### src/rtl/vid_timing_gen_if.sv
// Raster timing bundle: programmed config in, timing and strobes out.
// The generator takes the slave side.
interface vid_timing_gen_if #(
  parameter int CW = 13,
  parameter int DW = 6,
  parameter int FW = 8
);
  logic          en;
  logic [DW-1:0] pcnt;
  logic [CW-1:0] hsize;
  logic [CW-1:0] hend;
  logic [CW-1:0] hsync_start;
  logic [CW-1:0] hsync_end;
  logic [CW-1:0] vsize;
  logic [CW-1:0] vend;
  logic [CW-1:0] vsync_start;
  logic [CW-1:0] vsync_end;
  logic [CW-1:0] hcount;
  logic [CW-1:0] vcount;
  logic          hsync;
  logic          hblank;
  logic          vsync;
  logic          vblank;
  logic          de;
  logic          pix_rd;
  logic          line_start;
  logic          frame_start;
  logic [FW-1:0] frame_cnt;
  logic          cfg_err;

  modport master (
    output en, pcnt, hsize, hend,
    output hsync_start, hsync_end,
    output vsize, vend,
    output vsync_start, vsync_end,
    input  hcount, vcount, hsync, hblank,
    input  vsync, vblank, de, pix_rd,
    input  line_start, frame_start,
    input  frame_cnt, cfg_err
  );

  modport slave (
    input  en, pcnt, hsize, hend,
    input  hsync_start, hsync_end,
    input  vsize, vend,
    input  vsync_start, vsync_end,
    output hcount, vcount, hsync, hblank,
    output vsync, vblank, de, pix_rd,
    output line_start, frame_start,
    output frame_cnt, cfg_err
  );
endinterface

### src/rtl/vid_timing_gen.sv
// Raster timing generator with shadowed config, pixel divider,
// config checking and line/frame markers.
module vid_timing_gen #(
  parameter int CW        = 13,
  parameter int DW        = 6,
  parameter int FW        = 8,
  parameter int HSYNC_POL = 1,
  parameter int VSYNC_POL = 1
) (
  input logic        clk,
  input logic        reset,
  vid_timing_gen_if.slave vt
);

  localparam logic HP = (HSYNC_POL != 0);
  localparam logic VP = (VSYNC_POL != 0);

  typedef enum logic [1:0] {IDLE, LOAD, RUN} state_t;

  typedef struct packed {
    logic [DW-1:0] pcnt;
    logic [CW-1:0] hsize;
    logic [CW-1:0] hend;
    logic [CW-1:0] hss;
    logic [CW-1:0] hse;
    logic [CW-1:0] vsize;
    logic [CW-1:0] vend;
    logic [CW-1:0] vss;
    logic [CW-1:0] vse;
  } cfg_t;

  state_t        state_d, state_q;
  cfg_t          cfg_in, cfg_d, cfg_q;
  logic [DW-1:0] div_d, div_q;
  logic [CW-1:0] hcnt_d, hcnt_q;
  logic [CW-1:0] vcnt_d, vcnt_q;
  logic [FW-1:0] frm_d, frm_q;
  logic          hs_d, hs_q, hb_d, hb_q;
  logic          vs_d, vs_q, vb_d, vb_q;
  logic          de_d, de_q, pix_d, pix_q;
  logic          ls_d, ls_q, fs_d, fs_q;
  logic          err_d, err_q;
  logic          hold_d, hold_q;
  logic          cfg_ok, step, idle_out;
  logic [CW:0]   hend_p1, vend_p1;

  assign cfg_in = {
    vt.pcnt, vt.hsize, vt.hend,
    vt.hsync_start, vt.hsync_end,
    vt.vsize, vt.vend,
    vt.vsync_start, vt.vsync_end
  };

  // Validity of the live config inputs; end+1 kept one bit wider.
  always_comb begin
    hend_p1 = {1'b0, cfg_in.hend} + (CW+1)'(1);
    vend_p1 = {1'b0, cfg_in.vend} + (CW+1)'(1);
    cfg_ok  = (cfg_in.hsize <= cfg_in.hend)
           && (cfg_in.vsize <= cfg_in.vend)
           && (cfg_in.hss <= cfg_in.hse)
           && ({1'b0, cfg_in.hse} <= hend_p1)
           && (cfg_in.vss <= cfg_in.vse)
           && ({1'b0, cfg_in.vse} <= vend_p1);
  end

  // Next state, counters and registered outputs for the new position.
  always_comb begin
    state_d  = state_q;
    cfg_d    = cfg_q;
    div_d    = div_q;
    hcnt_d   = hcnt_q;
    vcnt_d   = vcnt_q;
    frm_d    = frm_q;
    err_d    = err_q;
    hold_d   = hold_q;
    hs_d     = hs_q;
    hb_d     = hb_q;
    vs_d     = vs_q;
    vb_d     = vb_q;
    de_d     = de_q;
    pix_d    = 1'b0;
    ls_d     = 1'b0;
    fs_d     = 1'b0;
    step     = 1'b0;
    idle_out = 1'b0;
    unique case (state_q)
      IDLE: begin
        if (!vt.en) hold_d = 1'b0;
        else if (!hold_q) state_d = LOAD;
      end
      LOAD: begin
        cfg_d  = cfg_in;
        div_d  = '0;
        hcnt_d = '0;
        vcnt_d = '0;
        if (cfg_ok) begin
          err_d   = 1'b0;
          state_d = RUN;
          step    = 1'b1;
        end else begin
          err_d   = 1'b1;
          hold_d  = 1'b1;
          state_d = IDLE;
        end
      end
      RUN: begin
        if (!vt.en) begin
          state_d  = IDLE;
          idle_out = 1'b1;
        end else if (div_q != cfg_q.pcnt) begin
          div_d = div_q + DW'(1);
        end else begin
          div_d = '0;
          step  = 1'b1;
          if (hcnt_q != cfg_q.hend) begin
            hcnt_d = hcnt_q + CW'(1);
          end else begin
            hcnt_d = '0;
            if (vcnt_q != cfg_q.vend) begin
              vcnt_d = vcnt_q + CW'(1);
            end else begin
              vcnt_d = '0;
              frm_d  = frm_q + FW'(1);
              cfg_d  = cfg_in;
              if (cfg_ok) begin
                err_d = 1'b0;
              end else begin
                err_d    = 1'b1;
                hold_d   = 1'b1;
                state_d  = IDLE;
                step     = 1'b0;
                idle_out = 1'b1;
              end
            end
          end
        end
      end
      default: state_d = IDLE;
    endcase
    if (step) begin
      hb_d  = hcnt_d >= cfg_d.hsize;
      vb_d  = vcnt_d >= cfg_d.vsize;
      de_d  = !hb_d && !vb_d;
      hs_d  = (hcnt_d >= cfg_d.hss && hcnt_d < cfg_d.hse) ? HP : ~HP;
      vs_d  = (vcnt_d >= cfg_d.vss && vcnt_d < cfg_d.vse) ? VP : ~VP;
      pix_d = de_d;
      ls_d  = (hcnt_d == '0);
      fs_d  = ls_d && (vcnt_d == '0);
    end
    if (idle_out) begin
      div_d  = '0;
      hcnt_d = '0;
      vcnt_d = '0;
      hb_d   = 1'b0;
      vb_d   = 1'b0;
      de_d   = 1'b0;
      hs_d   = ~HP;
      vs_d   = ~VP;
    end
  end

  // State register with synchronous reset.
  always_ff @(posedge clk) begin
    if (reset) begin
      state_q <= IDLE;
      cfg_q   <= '0;
      div_q   <= '0;
      hcnt_q  <= '0;
      vcnt_q  <= '0;
      frm_q   <= '0;
      err_q   <= 1'b0;
      hold_q  <= 1'b0;
      hs_q    <= ~HP;
      hb_q    <= 1'b0;
      vs_q    <= ~VP;
      vb_q    <= 1'b0;
      de_q    <= 1'b0;
      pix_q   <= 1'b0;
      ls_q    <= 1'b0;
      fs_q    <= 1'b0;
    end else begin
      state_q <= state_d;
      cfg_q   <= cfg_d;
      div_q   <= div_d;
      hcnt_q  <= hcnt_d;
      vcnt_q  <= vcnt_d;
      frm_q   <= frm_d;
      err_q   <= err_d;
      hold_q  <= hold_d;
      hs_q    <= hs_d;
      hb_q    <= hb_d;
      vs_q    <= vs_d;
      vb_q    <= vb_d;
      de_q    <= de_d;
      pix_q   <= pix_d;
      ls_q    <= ls_d;
      fs_q    <= fs_d;
    end
  end

  assign vt.hcount      = hcnt_q;
  assign vt.vcount      = vcnt_q;
  assign vt.hsync       = hs_q;
  assign vt.hblank      = hb_q;
  assign vt.vsync       = vs_q;
  assign vt.vblank      = vb_q;
  assign vt.de          = de_q;
  assign vt.pix_rd      = pix_q;
  assign vt.line_start  = ls_q;
  assign vt.frame_start = fs_q;
  assign vt.frame_cnt   = frm_q;
  assign vt.cfg_err     = err_q;

endmodule
### src/flat_wrapper.sv
// flat-port wrapper written by rule: the top's interface ports become plain ports
module vid_timing_gen_flat 
#(
  parameter int CW        = 13,
  parameter int DW        = 6,
  parameter int FW        = 8,
  parameter int HSYNC_POL = 1,
  parameter int VSYNC_POL = 1
)
  (clk, reset, vt_en, vt_pcnt, vt_hsize, vt_hend, vt_hsync_start, vt_hsync_end, vt_vsize, vt_vend, vt_vsync_start, vt_vsync_end, vt_hcount, vt_vcount, vt_hsync, vt_hblank, vt_vsync, vt_vblank, vt_de, vt_pix_rd, vt_line_start, vt_frame_start, vt_frame_cnt, vt_cfg_err);
  vid_timing_gen_if #(.CW(CW), .DW(DW), .FW(FW)) vt_i ();
  input logic clk;
  input logic reset;
  input wire logic [$bits(vt_i.en)-1:0] vt_en;
  input wire logic [$bits(vt_i.pcnt)-1:0] vt_pcnt;
  input wire logic [$bits(vt_i.hsize)-1:0] vt_hsize;
  input wire logic [$bits(vt_i.hend)-1:0] vt_hend;
  input wire logic [$bits(vt_i.hsync_start)-1:0] vt_hsync_start;
  input wire logic [$bits(vt_i.hsync_end)-1:0] vt_hsync_end;
  input wire logic [$bits(vt_i.vsize)-1:0] vt_vsize;
  input wire logic [$bits(vt_i.vend)-1:0] vt_vend;
  input wire logic [$bits(vt_i.vsync_start)-1:0] vt_vsync_start;
  input wire logic [$bits(vt_i.vsync_end)-1:0] vt_vsync_end;
  output wire logic [$bits(vt_i.hcount)-1:0] vt_hcount;
  output wire logic [$bits(vt_i.vcount)-1:0] vt_vcount;
  output wire logic [$bits(vt_i.hsync)-1:0] vt_hsync;
  output wire logic [$bits(vt_i.hblank)-1:0] vt_hblank;
  output wire logic [$bits(vt_i.vsync)-1:0] vt_vsync;
  output wire logic [$bits(vt_i.vblank)-1:0] vt_vblank;
  output wire logic [$bits(vt_i.de)-1:0] vt_de;
  output wire logic [$bits(vt_i.pix_rd)-1:0] vt_pix_rd;
  output wire logic [$bits(vt_i.line_start)-1:0] vt_line_start;
  output wire logic [$bits(vt_i.frame_start)-1:0] vt_frame_start;
  output wire logic [$bits(vt_i.frame_cnt)-1:0] vt_frame_cnt;
  output wire logic [$bits(vt_i.cfg_err)-1:0] vt_cfg_err;
  assign vt_i.en = vt_en;
  assign vt_i.pcnt = vt_pcnt;
  assign vt_i.hsize = vt_hsize;
  assign vt_i.hend = vt_hend;
  assign vt_i.hsync_start = vt_hsync_start;
  assign vt_i.hsync_end = vt_hsync_end;
  assign vt_i.vsize = vt_vsize;
  assign vt_i.vend = vt_vend;
  assign vt_i.vsync_start = vt_vsync_start;
  assign vt_i.vsync_end = vt_vsync_end;
  assign vt_hcount = vt_i.hcount;
  assign vt_vcount = vt_i.vcount;
  assign vt_hsync = vt_i.hsync;
  assign vt_hblank = vt_i.hblank;
  assign vt_vsync = vt_i.vsync;
  assign vt_vblank = vt_i.vblank;
  assign vt_de = vt_i.de;
  assign vt_pix_rd = vt_i.pix_rd;
  assign vt_line_start = vt_i.line_start;
  assign vt_frame_start = vt_i.frame_start;
  assign vt_frame_cnt = vt_i.frame_cnt;
  assign vt_cfg_err = vt_i.cfg_err;
  vid_timing_gen #(.CW(CW), .DW(DW), .FW(FW), .HSYNC_POL(HSYNC_POL), .VSYNC_POL(VSYNC_POL)) u_core (.clk(clk), .reset(reset), .vt(vt_i));
endmodule
### config.mk
export PLATFORM = sky130hd
export DESIGN_NAME = vid_timing_gen_flat
export DESIGN_NICKNAME = d
export VERILOG_FILES = /design/src/rtl/vid_timing_gen_if.sv /design/src/rtl/vid_timing_gen.sv /design/src/flat_wrapper.sv
export SDC_FILE = /design/constraint.sdc
export NUM_CORES = 1
export LEC_CHECK = 0
export CORE_MARGIN = 8
export CORE_UTILIZATION = 60
export DETAILED_ROUTE_END_ITERATION = 8
export PLACE_DENSITY_LB_ADDON = 0.12
export SYNTH_ARGS = -nofsm -noshare
export SYNTH_HDL_FRONTEND = slang
export SYNTH_SLANG_ARGS = --single-unit
### constraint.sdc
create_clock -name clk -period 12.4 [get_ports clk]
set_clock_uncertainty 0.1 [all_clocks]
set_input_delay 2.48 -clock clk [delete_from_list [all_inputs] [get_ports clk]]
set_output_delay 2.48 -clock clk [all_outputs]
set_load 0.01 [all_outputs]
==> results of run 1 <==
-- registers in the layout, summed over array words and instances, names as in the netlist --
| name | flops |
|---|---|
| u_core.cfg_q | 110 |
| u_core.div_q | 6 |
| u_core.hold_q | 1 |
| u_core.state_q | 2 |
| u_core.vt.cfg_err | 1 |
| u_core.vt.de | 1 |
| u_core.vt.frame_cnt | 8 |
| u_core.vt.frame_start | 1 |
| u_core.vt.hblank | 1 |
| u_core.vt.hcount | 13 |
| u_core.vt.hsync | 1 |
| u_core.vt.line_start | 1 |
| u_core.vt.pix_rd | 1 |
| u_core.vt.vblank | 1 |
| u_core.vt.vcount | 13 |
| u_core.vt.vsync | 1 |
-- cell families after synthesis --
logic type	after synthesis	synth area share
fa+ha+maj	163	0.184
xor+xnor	62	0.0510
simple gates	441	0.200
flops	162	0.293
buf+inv	142	0.0508
compound gates	352	0.222
-- routing by layer --
metal	global-route usage	share of wire	routed length [um]
met5	0	0	0
met4	0.134	0.043	1530
met3	0.0528	0.080	2880
met2	0.485	0.46	16400
met1	0.379	0.42	15000
-- final timing paths --
path	depth (start not counted)	slack, ps	end	startpoint
worst max-delay path	18	5130	u_core.vt.pix_rd$_SDFF_PP0_	vt_en
worst min-delay path	2	370	u_core.vt.cfg_err$_SDFFE_PP0P_	u_core.vt.cfg_err$_SDFFE_PP0P_
worst max register to register	18	6870	u_core.vt.pix_rd$_SDFF_PP0_	u_core.state_q[0]$_SDFFE_PP0P_
worst min register to register	2	370	u_core.vt.cfg_err$_SDFFE_PP0P_	u_core.vt.cfg_err$_SDFFE_PP0P_
-- metrics by stage --
stage          power [W]   util
2_1_floorplan   0.000829      -
3_3_place_gp    0.000961  0.709
3_5_place_dp    0.000967  0.709
4_1_cts          0.00152  0.743
5_1_grt          0.00159  0.743
6_report         0.00152  0.743
-- synthesized netlist by cell type (all sizes together) (10+ instances only) --
| cell type | instances |
|---|---|
| nand3 | 46 |
| a21o | 33 |
| nand2 | 68 |
| ha | 163 |
| and4 | 12 |
| xnor2 | 52 |
| nor2 | 168 |
| nand2b | 11 |
| inv | 84 |
| a21oi | 63 |
| xor2 | 10 |
| nor3 | 19 |
| a31oi | 12 |
| dfxtp | 162 |
| buf | 11 |
| nor2b | 27 |
| o21ai | 42 |
| and3 | 14 |
| nand4 | 37 |
| clkbuf | 47 |
| a211oi | 10 |
| nor4 | 12 |
| a22oi | 106 |
-- worst min-delay path, stage by stage (launching register included) --
cell and delay (ps):
dfxtp_1 320, nand2_1 60, a21oi_1 50
-- layout make-up --
class                   instances  area (um2)
multi-input cells            1018        7300
fillers                      1449        4630
clock buffers                  17         425
well taps                     229         287
clock inverters                15         190
repair buffers                167        1640
flip-flops and latches        162        3240
inverters                      84         315
-- power by group --
| group | total (W) | internal [W] | switching, W |
|---|---|---|---|
| Combinational | 0.000420 | 0.000151 | 0.000269 |
| Sequential | 0.000550 | 0.000540 | 0.00000943 |
| Clock | 0.000555 | 0.000307 | 0.000248 |
-- cells in the final DEF, fill, tap and decap left out, drive strengths merged, types with 11 or more instances in the layout --
master and instances:
nand3 46, nor2 168, and3 14, clkdlybuf4s50 154, nor4 12, xnor2 52
dfxtp 162, a21oi 63, ha 163, o21ai 42, and4 12, a21o 33
inv 92, a31oi 12, nand2b 11, nor3 19, nor2b 27, a22oi 106
clkbuf 17, nand2 68, buf 13, nand4 37
==> flow_summary.ini, run 1 <==
[grt]
grt_pass1_wl_mm = 56.6
grt_pass1_vias = 10800
grt_start_max_net_pins = 95
grt_antenna_before_repair = 0
grt_usage = 0.299
grt-ovfl-total = 0

[synthesis]
syn_nets = 1598
syn_area_um2 = 11100
synth_top_area_frac = 0.293
ys.flop_type = dfxtp_1
ys_warn_count = 0
synthCells = 1322
synthTopCellsByArea = dfxtp_1 29%, ha_1 18%, a22oi_1 7.2%
postSynth.asyncResetShare = 0
syn_area_per_cell_um2 = 8.38
seq_area_frac_synth = 0.293
ys_types = 74
synth-seq-cells = 162
synth_edf_count = 0
yosys.area.top_type = dfxtp_1

[setup_path]
critPathTopFamily = compound AO/OA/AOI/OAI gates
cp_slowest_stage_delay_ps = 700
cp.arrival_ps = 7550
endpoint_kind = flop
crit_chain = clkdlybuf4s50_1 > nand3_1 > or2_1 > nor2_1 > a21boi_4 > buf_4 > buf_4 > a22o_1 > ha_1 > nand2b_1 > a21o_1 > a21o_1 > a21o_1 > a211oi_1 > o21bai_1 > a211o_1 > nand2_1 > and4_1
crit_top_cell = a21o_1
crit_path_top_delay_cell = buf_4
critPathBufInv = 3
cp_max_fo = 73
critPathKind = primary input to flop
required_ps = 12670
start_kind = primary input

[detailed_routing]
drtAntennaViolNets = 0
drtIter0Drc = 1177
drc = 0
routed_wl_mm = 35.8
wl_per_cell_um = 21.2
vias = 11000
dr.pass1.iters = 9
routed_via_density = 6.49

[timing]
rsz0062_at_grt = no
hold_slack_ps = 372
post-route-worst-setup-slack_ps = 5130
post-route-min-period_ps = 7270
post-route-period-util = 0.587
tns_ps = 0
tightest_slew_ps = 1050
slew_violations = 0
slew-limit-headroom = 0.300
finalHoldViolCount = 0
finalSetupViolCount = 0
max_freq_ghz = 0.137

[clock_tree]
cts-root-buf = clkbuf_16
post_cts_resized = 0
htree_levels = 4
numCtsBuffers = 17
tritoncts = done
hold_buffers = 0
clk_pin_slew_ps = 70
postCtsSetupRepairBufs = 0
clockBufferDepth = 2
cts_sinks = 162
insertion_delay_ps = 440

[die]
ios = 156
coreArea_um2 = 18000
die_h_um = 152
die_w_um = 152
die_area_um2 = 23100
initial_core_util = 0.615
rows = 49

[flow_run]
maxCapViolations = 0

[status]
status = finished clean

[placed_design]
hpwl_mm = 27.4
gp_congestion = 0.975
io_buffers = 155
pre_cts_ws_ps = 4820
placed_cells = 1660
place_area_um2 = 12800

[final_layout]
final_nets = 1726
n_antenna_cell = 0
fin_area_um2 = 13400
syn2layout_area_growth_pct = 20.9
layout-drive-gt1-share = 0.0485
instances_no_fill = 1692

[power]
powerDensity_nw_per_um2 = 114
max-vdd-ir-drop_mv = 0.123
p_leak_nw = 5.66

[hold_path]
hold_class = flop to flop
(Power assumes the default switching activity.)
==> run 2, diff against run 1 <==
Settings changed: CORE_UTILIZATION 60 to 56.
Clock period 12.4 ns to 7.6 ns, I/O delays scaled along.
==> run 2 against run 1 <==
Flip-flop and latch count did not move. Largest cell class unchanged. Total power rose by 61%. Critical endpoint is now u_core.vt.de$_SDFFE_PP0P_. Sequential share of layout area fell by 0.081 points. Via count fell by 1.9%. First-iteration DRC count fell by 17%.
==> flow_summary.ini, run 2 (same netlist as run 1, synthesis figures left out) <==
[timing]
post-route-min-period_ps = 6180
slew_violations = 0
slew-limit-headroom = 0.129
finalHoldViolCount = 0
max_freq_ghz = 0.162
post-route-period-util = 0.814
tightest_slew_ps = 1300
rsz0062_at_grt = no
tns_ps = 0
finalSetupViolCount = 0

[detailed_routing]
dr.pass1.iters = 5
vias = 10800
wl_per_cell_um = 20.1
routed_via_density = 6.22
routed_wl_mm = 34.7
drtAntennaViolNets = 0
drc = 0
drtIter0Drc = 980

[clock_tree]
cts_sinks = 162
numCtsBuffers = 17
htree_levels = 4
post_cts_resized = 0
insertion_delay_ps = 440
postCtsSetupRepairBufs = 0
clockBufferDepth = 2
tritoncts = done
hold_buffers = 0
clk_pin_slew_ps = 60
cts-root-buf = clkbuf_16

[die]
initial_core_util = 0.569
die_area_um2 = 24500
coreArea_um2 = 19500
ios = 156
die_w_um = 157
die_h_um = 157
rows = 51

[flow_run]
maxCapViolations = 0

[power]
max-vdd-ir-drop_mv = 0.160
sw_frac_of_total = 0.333
p_leak_nw = 5.66
p_seq_frac = 0.365
internal_power_w = 0.00164
power_frac_clock = 0.354
switching_power_w = 0.000819
powerDensity_nw_per_um2 = 183
p_comb_frac = 0.281

[setup_path]
rr_endpoint = u_core.vt.hsync$_SDFFE_PP0P_
critPathBufInv = 1
endpoint_kind = flop
cp.arrival_ps = 6450
worstReg2RegStart = u_core.state_q[0]$_SDFFE_PP0P_
critPathTopFamily = compound AO/OA/AOI/OAI gates
crit_chain = clkdlybuf4s50_1 > ha_1 > and3_1 > nand3_1 > xnor2_1 > ha_1 > nand3_1 > nor2_1 > o31a_1 > a2111oi_0 > o22ai_1 > o31ai_1 > o21ai_0 > a21o_1 > a21oi_1
cp_slowest_stage_delay_ps = 1110
r2r_cells = 15
critPathKind = primary input to flop
required_ps = 7860
crit_path_top_delay_cell = o31ai_1
cp_max_fo = 11
ff2ff_setup_slack_ps = 2460
start_kind = primary input

[grt]
grt_pass1_vias = 10200
grt-ovfl-total = 0
grt_pass1_wl_mm = 55.1
grt_start_max_net_pins = 74
grt_antenna_before_repair = 0
grt_util_met1 = 0.362
grt-busiest-layer = met2
grt_usage = 0.283
met3_usage = 0.0510
grt_use_met2 = 0.467

[final_layout]
layout-drive-gt1-share = 0.0498
largest-register = u_core.cfg_q
n_antenna_cell = 0
largest_register_ffs = 110
fin_area_um2 = 13400
nFillCells = 1636
fin_util = 0.691
final_cell_mix = 163 x nor2_1, 163 x ha_1, 162 x dfxtp_1
final_nets = 1730
syn2layout_area_growth_pct = 21.3

[status]
status = finished clean

[placed_design]
place_area_um2 = 12900
gp_congestion = 0.974
io_buffers = 155
hpwl_mm = 26.9

[hold_path]
hold_class = flop to flop
worstHoldEndpoint = u_core.vt.cfg_err$_SDFFE_PP0P_
hp-start = u_core.vt.cfg_err$_SDFFE_PP0P_
holdPathStages = 2
-- run 2: power by group through the flow --
stage	Combinational, W	Sequential, W	Clock, W
6_report	0.000690	0.000897	0.000869
2_1_floorplan	0.000441	0.000912	0
3_5_place_dp	0.000672	0.000915	0
5_1_grt	0.000753	0.000900	0.000912
3_3_place_gp	0.000664	0.000915	0
4_1_cts	0.000677	0.000897	0.000872
-- run 2: worst register-to-register path: stages, from the launching register on --
cell	delay, ps
dfxtp_1	320
inv_1	90
ha_1	610
inv_1	440
nor2_1	480
nand2_1	250
a2111oi_1	720
a41oi_1	200
a31oi_1	550
ha_1	380
a21o_1	160
a211oi_1	240
o211ai_1	110
a31oi_1	160
nand3_1	90
a21oi_1	190
-- run 2: through the flow --
step	power [W]	setup WS (ps)	hold WS, ps	std cells
3_3_place_gp	0.00158	1370	348	1700
6_report	0.00246	1420	361	1731
4_1_cts	0.00245	1530	360	1731
3_5_place_dp	0.00159	1120	351	1700
5_1_grt	0.00257	1160	387	1731
2_1_floorplan	0.00135	2800	367	1322
-- run 2: metal layers --
layer / vias up / part of all wire / routed length, um
li1: 5150 / - / -
met1: 5053 / 0.44 / 15200
met2: 478 / 0.46 / 16000
met3: 88 / 0.070 / 2440
met4: 0 / 0.032 / 1130
met5: - / 0 / 0
-- run 2: worst max-delay path by stage --
stage                    start                          end  slack (ps)  cells after the start
floorplan                vt_en  u_core.vt.pix_rd$_SDFF_PP0_        2800                     17
global placement    vt_vend[2]    u_core.vt.de$_SDFFE_PP0P_        1370                     15
detailed placement  vt_hend[0]    u_core.vt.de$_SDFFE_PP0P_        1120                     15
CTS                 vt_hend[0]    u_core.vt.de$_SDFFE_PP0P_        1530                     15
global route        vt_hend[0]    u_core.vt.de$_SDFFE_PP0P_        1160                     15
finish              vt_hend[0]    u_core.vt.de$_SDFFE_PP0P_        1420                     15
-- run 2: layout make-up --
cell class                 instances  area, um2  share of cell area
timing repair buffer             171       1670               0.124
clock inverter                    11        129             0.00959
tap                              265        332              0.0247
clock buffer                      20        457              0.0340
multi-input combinational       1018       7300               0.543
sequential                       162       3240               0.241
inverter                          84        315              0.0235
